===== config.mk =====
export PLATFORM = sky130hd
export DESIGN_NAME = snake_engine
export DESIGN_NICKNAME = d
export VERILOG_FILES = /design/src/rtl/snake_pkg.sv /design/src/rtl/snake_ring_buffer.sv /design/src/rtl/snake_engine.sv
export SDC_FILE = /design/constraint.sdc
export NUM_CORES = 2
export LEC_CHECK = 0
export BUFFER_PORTS_ARGS = -buffer_cell sky130_fd_sc_hd__clkbuf_2
export CAP_MARGIN = 30
export CORE_MARGIN = 2
export CORE_UTILIZATION = 45
export CTS_CLUSTER_SIZE = 40
export DETAILED_ROUTE_END_ITERATION = 8
export PLACE_DENSITY = 0.58
export SLEW_MARGIN = 20
export SYNTH_ARGS = -nofsm -noshare
export SYNTH_HDL_FRONTEND = slang
export SYNTH_SLANG_ARGS = --single-unit

===== constraint.sdc =====
create_clock -name Clock -period 12.9 [get_ports Clock]
set_clock_uncertainty 0.15 [all_clocks]
set_input_delay 2.58 -clock Clock [delete_from_list [all_inputs] [get_ports Clock]]
set_output_delay 2.58 -clock Clock [all_outputs]
set_load 0.005 [all_outputs]

===== src/rtl/snake_pkg.sv =====
// Shared encodings for the snake engine: travel directions, icon codes and FSM states.
package snake_pkg;

  typedef enum logic [1:0] {
    NORTH = 2'd0,
    SOUTH = 2'd1,
    WEST  = 2'd2,
    EAST  = 2'd3
  } dir_t;

  localparam logic [1:0] ICON_NONE = 2'b00;
  localparam logic [1:0] ICON_BODY = 2'b01;
  localparam logic [1:0] ICON_HEAD = 2'b10;

  localparam logic [2:0] IDLE  = 3'd0;
  localparam logic [2:0] RUN   = 3'd1;
  localparam logic [2:0] CHECK = 3'd2;
  localparam logic [2:0] WRITE = 3'd3;
  localparam logic [2:0] OVER  = 3'd4;

  function automatic dir_t opposite(input dir_t d);
    dir_t r;
    case (d)
      NORTH:   r = SOUTH;
      SOUTH:   r = NORTH;
      WEST:    r = EAST;
      EAST:    r = WEST;
      default: r = WEST;
    endcase
    return r;
  endfunction

endpackage


===== src/rtl/snake_ring_buffer.sv =====
// Ordered list of body cells, tail first; the head pointer marks the newest cell.
module snake_ring_buffer #(
  parameter int MAX_LEN  = 64,
  parameter int INIT_LEN = 3,
  parameter int XW       = 5,
  parameter int YW       = 5,
  parameter int START_X  = 16,
  parameter int START_Y  = 12
) (
  input  logic          clk,
  input  logic          rst_n,
  input  logic          push,
  input  logic          pop,
  input  logic [XW-1:0] push_x,
  input  logic [YW-1:0] push_y,
  output logic [XW-1:0] tail_x,
  output logic [YW-1:0] tail_y
);

  localparam int PW = (MAX_LEN > 1) ? $clog2(MAX_LEN) : 1;
  localparam logic [PW-1:0] PTR_LAST = PW'(MAX_LEN - 1);

  logic [XW+YW-1:0] mem_r [MAX_LEN];
  logic [PW-1:0]    head_ptr_r;
  logic [PW-1:0]    tail_ptr_r;

  function automatic logic [PW-1:0] ptr_inc(input logic [PW-1:0] p);
    logic [PW-1:0] r;
    if (p == PTR_LAST) r = '0;
    else r = p + PW'(1);
    return r;
  endfunction

  // Storage and pointers; reset preloads the initial body running west to east
  always_ff @(posedge clk) begin
    if (!rst_n) begin
      for (int i = 0; i < MAX_LEN; i++) begin
        if (i < INIT_LEN) mem_r[i] <= {YW'(START_Y), XW'(START_X - (INIT_LEN - 1) + i)};
        else mem_r[i] <= '0;
      end
      head_ptr_r <= PW'(INIT_LEN - 1);
      tail_ptr_r <= '0;
    end else begin
      if (push) begin
        mem_r[ptr_inc(head_ptr_r)] <= {push_y, push_x};
        head_ptr_r                 <= ptr_inc(head_ptr_r);
      end
      if (pop) tail_ptr_r <= ptr_inc(tail_ptr_r);
    end
  end

  assign {tail_y, tail_x} = mem_r[tail_ptr_r];

endmodule


===== src/rtl/snake_engine.sv =====
// Snake head motion, occupancy bitmap, collision/growth sequencing and pixel-to-icon lookup.
module snake_engine
  import snake_pkg::*;
#(
  parameter int GRID_W      = 32,
  parameter int GRID_H      = 24,
  parameter int CELL_SHIFT  = 4,
  parameter int MAX_LEN     = 64,
  parameter int INIT_LEN    = 3,
  parameter int STEP_CYCLES = 4000000,
  parameter int WRAP        = 0,
  localparam int XW = $clog2(GRID_W),
  localparam int YW = $clog2(GRID_H),
  localparam int LW = $clog2(MAX_LEN + 1)
) (
  input  logic          Clock,
  input  logic          Reset,
  input  logic          iWest,
  input  logic          iEast,
  input  logic          iNorth,
  input  logic          iSouth,
  input  logic [XW-1:0] iFoodX,
  input  logic [YW-1:0] iFoodY,
  input  logic [10:0]   iPixelCol,
  input  logic [10:0]   iPixelRow,
  output logic [1:0]    oIcon,
  output logic [XW-1:0] oHeadX,
  output logic [YW-1:0] oHeadY,
  output logic [LW-1:0] oLength,
  output logic          oFoodEaten,
  output logic          oStepTick,
  output logic          oGameOver
);

  localparam int TW = (STEP_CYCLES > 1) ? $clog2(STEP_CYCLES) : 1;
  localparam logic [TW-1:0] TICK_LAST = TW'(STEP_CYCLES - 1);
  localparam logic [XW-1:0] X_LAST    = XW'(GRID_W - 1);
  localparam logic [YW-1:0] Y_LAST    = YW'(GRID_H - 1);
  localparam logic [XW-1:0] X_START   = XW'(GRID_W / 2);
  localparam logic [YW-1:0] Y_START   = YW'(GRID_H / 2);
  localparam logic [LW-1:0] LEN_MAX   = LW'(MAX_LEN);
  localparam logic [LW-1:0] LEN_INIT  = LW'(INIT_LEN);
  localparam logic [10:0]   COLS      = 11'(GRID_W);
  localparam logic [10:0]   ROWS      = 11'(GRID_H);

  // Bitmap is addressed by {y, x}; cells beyond the grid are never written.
  logic [(1 << (XW + YW))-1:0] bitmap_r;
  logic [2:0]    state_r;
  logic [TW-1:0] tick_r;
  dir_t          dir_r, pend_r, step_dir_r, req_dir_s, ref_dir_s;
  logic          req_valid_s, accept_s;
  logic [XW-1:0] nx_s, next_x_r, tail_x_s, pix_x_s;
  logic [YW-1:0] ny_s, next_y_r, tail_y_s, pix_y_s;
  logic          at_edge_s, wall_s, eat_s, grow_s, tail_hit_s, collide_s;
  logic          grow_r, eat_r, in_grid_s;
  logic [10:0]   pix_cx_s, pix_cy_s;
  logic [1:0]    icon_s;

  snake_ring_buffer #(
    .MAX_LEN (MAX_LEN),
    .INIT_LEN(INIT_LEN),
    .XW      (XW),
    .YW      (YW),
    .START_X (GRID_W / 2),
    .START_Y (GRID_H / 2)
  ) u_ring (
    .clk   (Clock),
    .rst_n (Reset),
    .push  (state_r == WRITE),
    .pop   ((state_r == WRITE) && !grow_r),
    .push_x(next_x_r),
    .push_y(next_y_r),
    .tail_x(tail_x_s),
    .tail_y(tail_y_s)
  );

  // Button priority N > S > W > E
  always_comb begin
    req_valid_s = 1'b1;
    req_dir_s   = EAST;
    if (iNorth) req_dir_s = NORTH;
    else if (iSouth) req_dir_s = SOUTH;
    else if (iWest) req_dir_s = WEST;
    else if (iEast) req_dir_s = EAST;
    else req_valid_s = 1'b0;
  end

  // Reversal is judged against the direction the current step will commit
  always_comb begin
    ref_dir_s = dir_r;
    case (state_r)
      CHECK:   ref_dir_s = pend_r;
      WRITE:   ref_dir_s = step_dir_r;
      default: ref_dir_s = dir_r;
    endcase
  end

  assign accept_s = req_valid_s && (req_dir_s != opposite(ref_dir_s));

  // Candidate next head, always wrapped; the wall term decides whether wrapping is legal
  always_comb begin
    nx_s      = oHeadX;
    ny_s      = oHeadY;
    at_edge_s = 1'b0;
    case (pend_r)
      NORTH: begin at_edge_s = (oHeadY == '0);     ny_s = at_edge_s ? Y_LAST : oHeadY - YW'(1); end
      SOUTH: begin at_edge_s = (oHeadY == Y_LAST); ny_s = at_edge_s ? '0 : oHeadY + YW'(1);     end
      WEST:  begin at_edge_s = (oHeadX == '0);     nx_s = at_edge_s ? X_LAST : oHeadX - XW'(1); end
      EAST:  begin at_edge_s = (oHeadX == X_LAST); nx_s = at_edge_s ? '0 : oHeadX + XW'(1);     end
      default: at_edge_s = 1'b0;
    endcase
  end

  assign wall_s     = (WRAP == 0) && at_edge_s;
  assign eat_s      = (nx_s == iFoodX) && (ny_s == iFoodY);
  assign grow_s     = eat_s && (oLength < LEN_MAX);
  assign tail_hit_s = (nx_s == tail_x_s) && (ny_s == tail_y_s);
  assign collide_s  = wall_s || (bitmap_r[{ny_s, nx_s}] && !(tail_hit_s && !grow_s));

  // Step sequencer with committed head, length, occupancy map and status pulses
  always_ff @(posedge Clock) begin
    if (!Reset) begin
      state_r    <= IDLE;
      dir_r      <= EAST;
      pend_r     <= EAST;
      step_dir_r <= EAST;
      tick_r     <= '0;
      oHeadX     <= X_START;
      oHeadY     <= Y_START;
      oLength    <= LEN_INIT;
      next_x_r   <= '0;
      next_y_r   <= '0;
      grow_r     <= 1'b0;
      eat_r      <= 1'b0;
      oFoodEaten <= 1'b0;
      oStepTick  <= 1'b0;
      oGameOver  <= 1'b0;
      bitmap_r   <= '0;
      for (int i = 0; i < INIT_LEN; i++) bitmap_r[{Y_START, XW'(GRID_W / 2 - i)}] <= 1'b1;
    end else begin
      oFoodEaten <= 1'b0;
      oStepTick  <= 1'b0;
      case (state_r)
        IDLE: begin
          if (req_valid_s) begin
            state_r <= RUN;
            if (accept_s) pend_r <= req_dir_s;
          end
        end
        RUN: begin
          if (accept_s) pend_r <= req_dir_s;
          if (tick_r == TICK_LAST) begin
            tick_r  <= '0;
            state_r <= CHECK;
          end else begin
            tick_r <= tick_r + TW'(1);
          end
        end
        CHECK: begin
          if (accept_s) pend_r <= req_dir_s;
          next_x_r   <= nx_s;
          next_y_r   <= ny_s;
          step_dir_r <= pend_r;
          grow_r     <= grow_s;
          eat_r      <= eat_s;
          if (collide_s) begin
            state_r   <= OVER;
            oGameOver <= 1'b1;
          end else begin
            state_r <= WRITE;
          end
        end
        WRITE: begin
          if (accept_s) pend_r <= req_dir_s;
          // Clear before set so a head entering the vacating tail cell leaves the bit at 1
          if (!grow_r) bitmap_r[{tail_y_s, tail_x_s}] <= 1'b0;
          bitmap_r[{next_y_r, next_x_r}] <= 1'b1;
          oHeadX     <= next_x_r;
          oHeadY     <= next_y_r;
          dir_r      <= step_dir_r;
          if (grow_r) oLength <= oLength + LW'(1);
          oStepTick  <= 1'b1;
          oFoodEaten <= eat_r;
          state_r    <= RUN;
        end
        OVER:    oGameOver <= 1'b1;
        default: state_r <= IDLE;
      endcase
    end
  end

  assign pix_cx_s  = iPixelCol >> CELL_SHIFT;
  assign pix_cy_s  = iPixelRow >> CELL_SHIFT;
  assign in_grid_s = (pix_cx_s < COLS) && (pix_cy_s < ROWS);
  assign pix_x_s   = pix_cx_s[XW-1:0];
  assign pix_y_s   = pix_cy_s[YW-1:0];

  // Icon for the pixel currently being scanned
  always_comb begin
    icon_s = ICON_NONE;
    if (!in_grid_s) icon_s = ICON_NONE;
    else if ((pix_x_s == oHeadX) && (pix_y_s == oHeadY)) icon_s = ICON_HEAD;
    else if (bitmap_r[{pix_y_s, pix_x_s}]) icon_s = ICON_BODY;
    else icon_s = ICON_NONE;
  end

  // Registered icon output
  always_ff @(posedge Clock) begin
    if (!Reset) oIcon <= ICON_NONE;
    else oIcon <= icon_s;
  end

endmodule


* Yosys cells after proc, flatten, opt, wreduce, memory -nomap -nowiden
Memories as Yosys holds them, arrays and structs flattened. A register that Yosys moved wholly into a read port is not among the register bits. Index checks and enable logic that the tools add are counted.
Cells by class: add/sub/neg operators 8, order comparisons 9, eq/ne operators 25, mux-type cells 52, bitwise gates (word level) 6, reductions and logical operators 31
Operator list (number):
- $mux 1024 | 3
- $and 1024x1024->1024 | 1
- $not 1024->1024 | 1
- $or 1024x1024->1024 | 1
- $lt 10x11->1 const B | 4
- $mux 6 | 7
- $eq 5x5->1 | 6
- $add 22x1->22 const B | 1
- $eq 22x22->1 const B | 1
- $mux 22 | 1
- $bmux 1 s10 | 2
- $demux 1 s10 | 2
- $ge 10x1->1 const B | 2
- $mux 5 | 4
- $pmux 5 s2 | 2
- $mux 1 | 16
- $pmux 3 s5 | 1
- $add 6x1->6 const B | 2
- $eq 6x6->1 const B | 2
- $logic_and 1x1->1 | 11
- $add 5x1->5 const B | 2
- $eq 5x5->1 const B | 2
- $logic_not 5->1 | 2
- $mux 10 | 1
- other kinds (28) | 54
Storage, ports and cells: bits in registers 1101, memory bits (writable) 640, output and inout port bits 22, word-level logic and storage cells 152, memories kept 1
Memories:
- u_ring.mem_r | depth 64, bits a word 10, read ports 1, clocked after memory_dff 1, write ports 64, line snake_ring_buffer.sv:23 | logic [XW+YW-1:0] mem_r [MAX_LEN];

* Logic depth before layout (Yosys ltp)
depth after elaboration 13, mapped depth 20, gate-level depth less buffers 15

* Cells and area by module
From an unflattened synthesis, not the netlist that was laid out.
Unflattened totals: cells, all modules 9258, area, all modules 92083.3 um^2
By module, submodules not included:
- snake_engine | times used 1, cells an instance 7185, area an instance 61288.8 um^2
- snake_ring_buffer | times used 1, cells an instance 2073, area an instance 30794.5 um^2

* Worst setup path after synthesis
Ideal clock, no wire load.
path kind input port to flip-flop, from in iPixelCol[4], to reg oIcon[0], arrival time 5.815 ns, data required time 12.634 ns, slack 6.819 ns, stages on the path 9, path through clkbuf_1 buf_2 buf_2 mux4_2 mux4_2 mux4_2 mux4_2 mux4_2 and3b_1
Between the ends: cells in the longest elaborated chain, start to end 4, elaborated cells on any way between the ends 9, classes of those cells order compare: 1; eq/ne: 1; mux: 3; bitwise: 1; reduce/logical: 3
Ends and longest elaborated chain:
- from (decl) | line snake_engine.sv:24 | input logic [10:0] iPixelCol,
- branches (longest 4 deep; another with $bmux 1 s10)
- to (signal assigned) | line snake_engine.sv:210 | else oIcon <= icon_s;
- to (decl) | line snake_engine.sv:26 | output logic [1:0] oIcon,
Parallel ways; which one is timed is not known. The select of a mux whose other input is x is not followed. A chain may end at the register's enable or synchronous reset.

* Worst setup path after layout
from reg oHeadX[0], to reg state_r[0]
Between the ends: cells in the longest elaborated chain, start to end 13, elaborated cells on any way between the ends 22, classes of those cells add/sub: 2; eq/ne: 3; mux: 8; reduce/logical: 9
Ends and longest elaborated chain:
- from (decl) | line snake_engine.sv:27 | output logic [XW-1:0] oHeadX,
- from (signal assigned) | line snake_engine.sv:178 | oHeadX <= next_x_r;
- branches (longest 10 deep; another with $add 5x1->5)
- $logic_or 1x1->1 * | line snake_engine.sv:118 | assign collide_s = wall_s || (bitmap_r[{ny_s, nx_s}] && !(tail_hit_s && !grow_s));
- $mux 3 * | line snake_engine.sv:166 | if (collide_s) begin
- $pmux 3 s5 * | line snake_engine.sv:143 | case (state_r)
- to (signal assigned) | line snake_engine.sv:146 | state_r <= RUN;
- to (signal assigned) | line snake_engine.sv:167 | state_r <= OVER;
- to (signal assigned) | line snake_engine.sv:170 | state_r <= WRITE;
- to (decl) | line snake_engine.sv:48 | logic [2:0] state_r;
Every way passes the cells marked *. The select of a mux whose other input is x is not followed.

==> flow_metrics.tcl <==
set metrics [dict create \
    netlist_area_mm2 0.09199 \
    initial_core_util_pct 45.37 \
    drt_first_iter_violations 11628 \
    synth_edf_count 640 \
    cp-start-kind "flop" \
    ys_types 83 \
    grt_antenna_before_repair 28 \
    vias_per_cell 6.582 \
    hp-class "flop to flop" \
    slew_violations 63 \
    rsz0062_at_grt "false" \
    clkTransAtPathRegs_ps 60 \
    synth_area_leaders "dfxtp_1 24%, edfxtp_1 21%, mux4_2 13%, nand2_1 7.8%, a21boi_0 7.6%" \
    grt_busiest_layer "met2" \
    cts_tree "done" \
    numCtsBuffers 196 \
    synth_ff_type "dfxtp_1" \
    leakagePower_uw 0.03245 \
    multi_input_area_mm2 0.04699 \
    clk_latency_ps 880 \
    grt_use_met3_pct 9.598 \
    fillerInstances 18393 \
    cts_resized 0 \
    r2r_setup_slack_ps 5740 \
    vias 78938 \
    end_kind "flop" \
    root_buffer "clkbuf_16" \
    seq_area_mm2 0.04140 \
    fin_nets 9177 \
    dieArea_mm2 0.2081 \
    yosysMostFrequentCell "nand2_1" \
    antenna_left 0 \
    critical_path_class "flop to flop" \
    synth_commonest_cells "1,912 x nand2_1, 1,130 x o21ai_0, 1,107 x dfxtp_1, 931 x a21boi_0, 743 x clkbuf_1" \
    synthToLayoutAreaGrowth_pct 10.69 \
    total_power_uw 12620 \
    syn_avg_cell_area_um2 9.685 \
    drc 0 \
    clock_path_buffers 3 \
    critPathRequiredTime_ps 13500 \
    power_density_mw_per_mm2 124.0 \
    cts_setup_buffers 0 \
    portBuffers 51 \
    cts-hold-fix-buffers 0 \
    max-slew-margin-rel_pct -1.852 \
    final_hold_viol_count 0 \
    coreArea_mm2 0.2027 \
    post-dp-hpwl_um 216100 \
    gp_congestion 0.9320 \
    place_area_mm2 0.09463 \
    placementRows 165 \
    overflow 0 \
    gr-usage-met1_pct 45.87 \
    path_max_fanout 125 \
    arrival_ps 7750 \
    synthArstFlopShare_pct 0 \
    drive_above_1_share_pct 14.79 \
    ir_drop_mv 0.1490 \
    yosysTopAreaCell "dfxtp_1" \
    yosysWarnings 0 \
    grt_pass1_wl_um 541000 \
    yosysSeqAreaShare_pct 44.98 \
    status "finished with violations" \
    syn-num-nets 9545 \
    syn_inst 9498 \
    grtUsageMet2_pct 52.08 \
    yosys_register_bits 1747 \
    max_clock_freq_mhz 139.8 \
    drv_cap 0 \
    period_minus_slack_ps 7155 \
    die-width_um 456.1 \
    finalSetupTns_ps 0 \
    cts.sinks 1747 \
    violations "slew limit" \
    die_h_um 456.1 \
    setup_violations 0 \
    grt_usage_pct 35.48 \
    wl_um 379600 \
    ioPinCount 60 \
    fin_area_mm2 0.1018 \
    yosysTopAreaCellShare_pct 24.09 \
    first_pass_iters 9 \
    avgRoutedWirePerCell_um 31.65 \
    dp_cells 11567 \
    finalCritPeriodShare_pct 55.47 \
    worstMarginPinSlew_ps 1528 \
    grt_pass1_vias 74459 \
    htree_levels 4 \
    finalNonFillerCells 11993 \
    grt_max_degree 254 \
]
==> state kept, by name, summed over array words and instances (netlist names), named ones only <==
signal and cells:
u_ring.tail_ptr_r 6, u_ring.mem_r 640, oHeadX 5, oHeadY 5
oGameOver 1, step_dir_r 2, pend_r 2, oStepTick 1
bitmap_r 1024, tick_r 22, dir_r 2, next_x_r 5
grow_r 1, eat_r 1, oIcon 2, oLength 7
next_y_r 5, u_ring.head_ptr_r 6, state_r 3, oFoodEaten 1
==> critical path: stages, from the launching register on <==
cell       delay, ps
dfxtp_1          500
ha_1             330
and3_1           190
ha_1             260
nor2b_1          290
o221a_4          610
buf_12           510
buf_12           400
nand2_1          120
nand3_1          100
nand3_1           90
a21oi_1          250
nor3_1           150
o41ai_1          610
o2111ai_1        560
a311oi_2         990
o21ai_1          150
o221a_1          270
==> final cells by class <==
cell class              count  share of cell area, %
diodes                     26                0.06390
clock buffers             277                  5.412
clock inverters            86                  1.128
inverters                  15                0.05530
multi-input cells        6776                  46.15
flip-flops and latches   1747                  40.66
well taps                2672                  3.283
repair buffers            394                  3.245
==> cells in the final DEF (no fill, tap or decap), types with 19 or more instances in the layout <==
master	Yosys	routed
a21boi_0	931	931
diode_2	0	26
nor3_2	0	21
bufinv_16	0	19
or3_1	28	28
clkinv_1	0	19
clkbuf_16	0	197
a21boi_1	101	101
nand3_1	335	335
a31oi_1	39	39
buf_4	40	283
nor2b_1	31	30
nor4_1	20	19
a21oi_1	91	87
xnor2_1	46	45
nand2_1	1912	1879
o22ai_1	32	31
clkbuf_1	743	52
clkbuf_8	0	28
mux2i_1	188	188
mux4_2	518	518
a22oi_1	42	42
nor2_2	0	34
and2_1	654	654
edfxtp_1	640	640
buf_8	5	30
xor2_1	27	26
clkinv_2	0	24
o21ai_0	1130	1129
nor2_1	218	170
nand2b_1	22	22
a311oi_1	40	40
nand2_2	0	32
nor3_1	60	38
a32oi_1	35	34
nand4_1	26	26
dfxtp_1	1107	1093
and3_1	58	58
clkbuf_2	1	50
==> report_power, final <==
group / switching [uW] / internal [uW] / total, uW
clock: 2490 / 3370 / 5860
sequential: 26.4 / 5780 / 5810
combinational: 672 / 282 / 954
==> per-stage QoR <==
stage / setup slack, ps / utilization, % / hold WS [ps]
4_1_cts: 6058 / 49.96 / 329.0
3_3_place_gp: 5434 / 46.57 / 303.4
6_report: 5745 / 50.23 / 329.9
5_1_grt: 5734 / 50.20 / 356.6
2_1_floorplan: 6819 / - / 291.1
3_5_place_dp: 5423 / 46.68 / 313.9
==> worst paths after layout <==
check,cells after the start,from,end
worst max register to register,17,oHeadX[0],state_r[0]
worst min register to register,2,oGameOver,oGameOver
worst min-delay path,2,oGameOver,oGameOver
worst max-delay path,17,oHeadX[0],state_r[0]
==> layer usage <==
layer	share of wire, %	routed length [um]	vias up
li1	-	-	33282
met3	12	46410	1426
met5	0.064	242	-
met1	37	141400	38775
met4	7.6	28730	20
met2	43	162800	5435
==> cell families (layout without fill, tap and decap cells) <==
| logic type | count (synthesis) | after routing | share of synthesized area (%) |
|---|---|---|---|
| adders and majority gates | 9 | 9 | 0.1224 |
| xor gates and xnor gates | 73 | 73 | 0.6950 |
| DFF | 1747 | 1747 | 44.98 |
| buffers and inverters | 975 | 772 | 4.533 |
| muxes | 719 | 719 | 14.89 |
| other | 0 | 26 | 0 |
| AOI/OAI and AO/OA | 2566 | 2566 | 17.81 |
| and+or+nand+nor | 3409 | 3409 | 16.97 |
(Power assumes the default switching activity.)
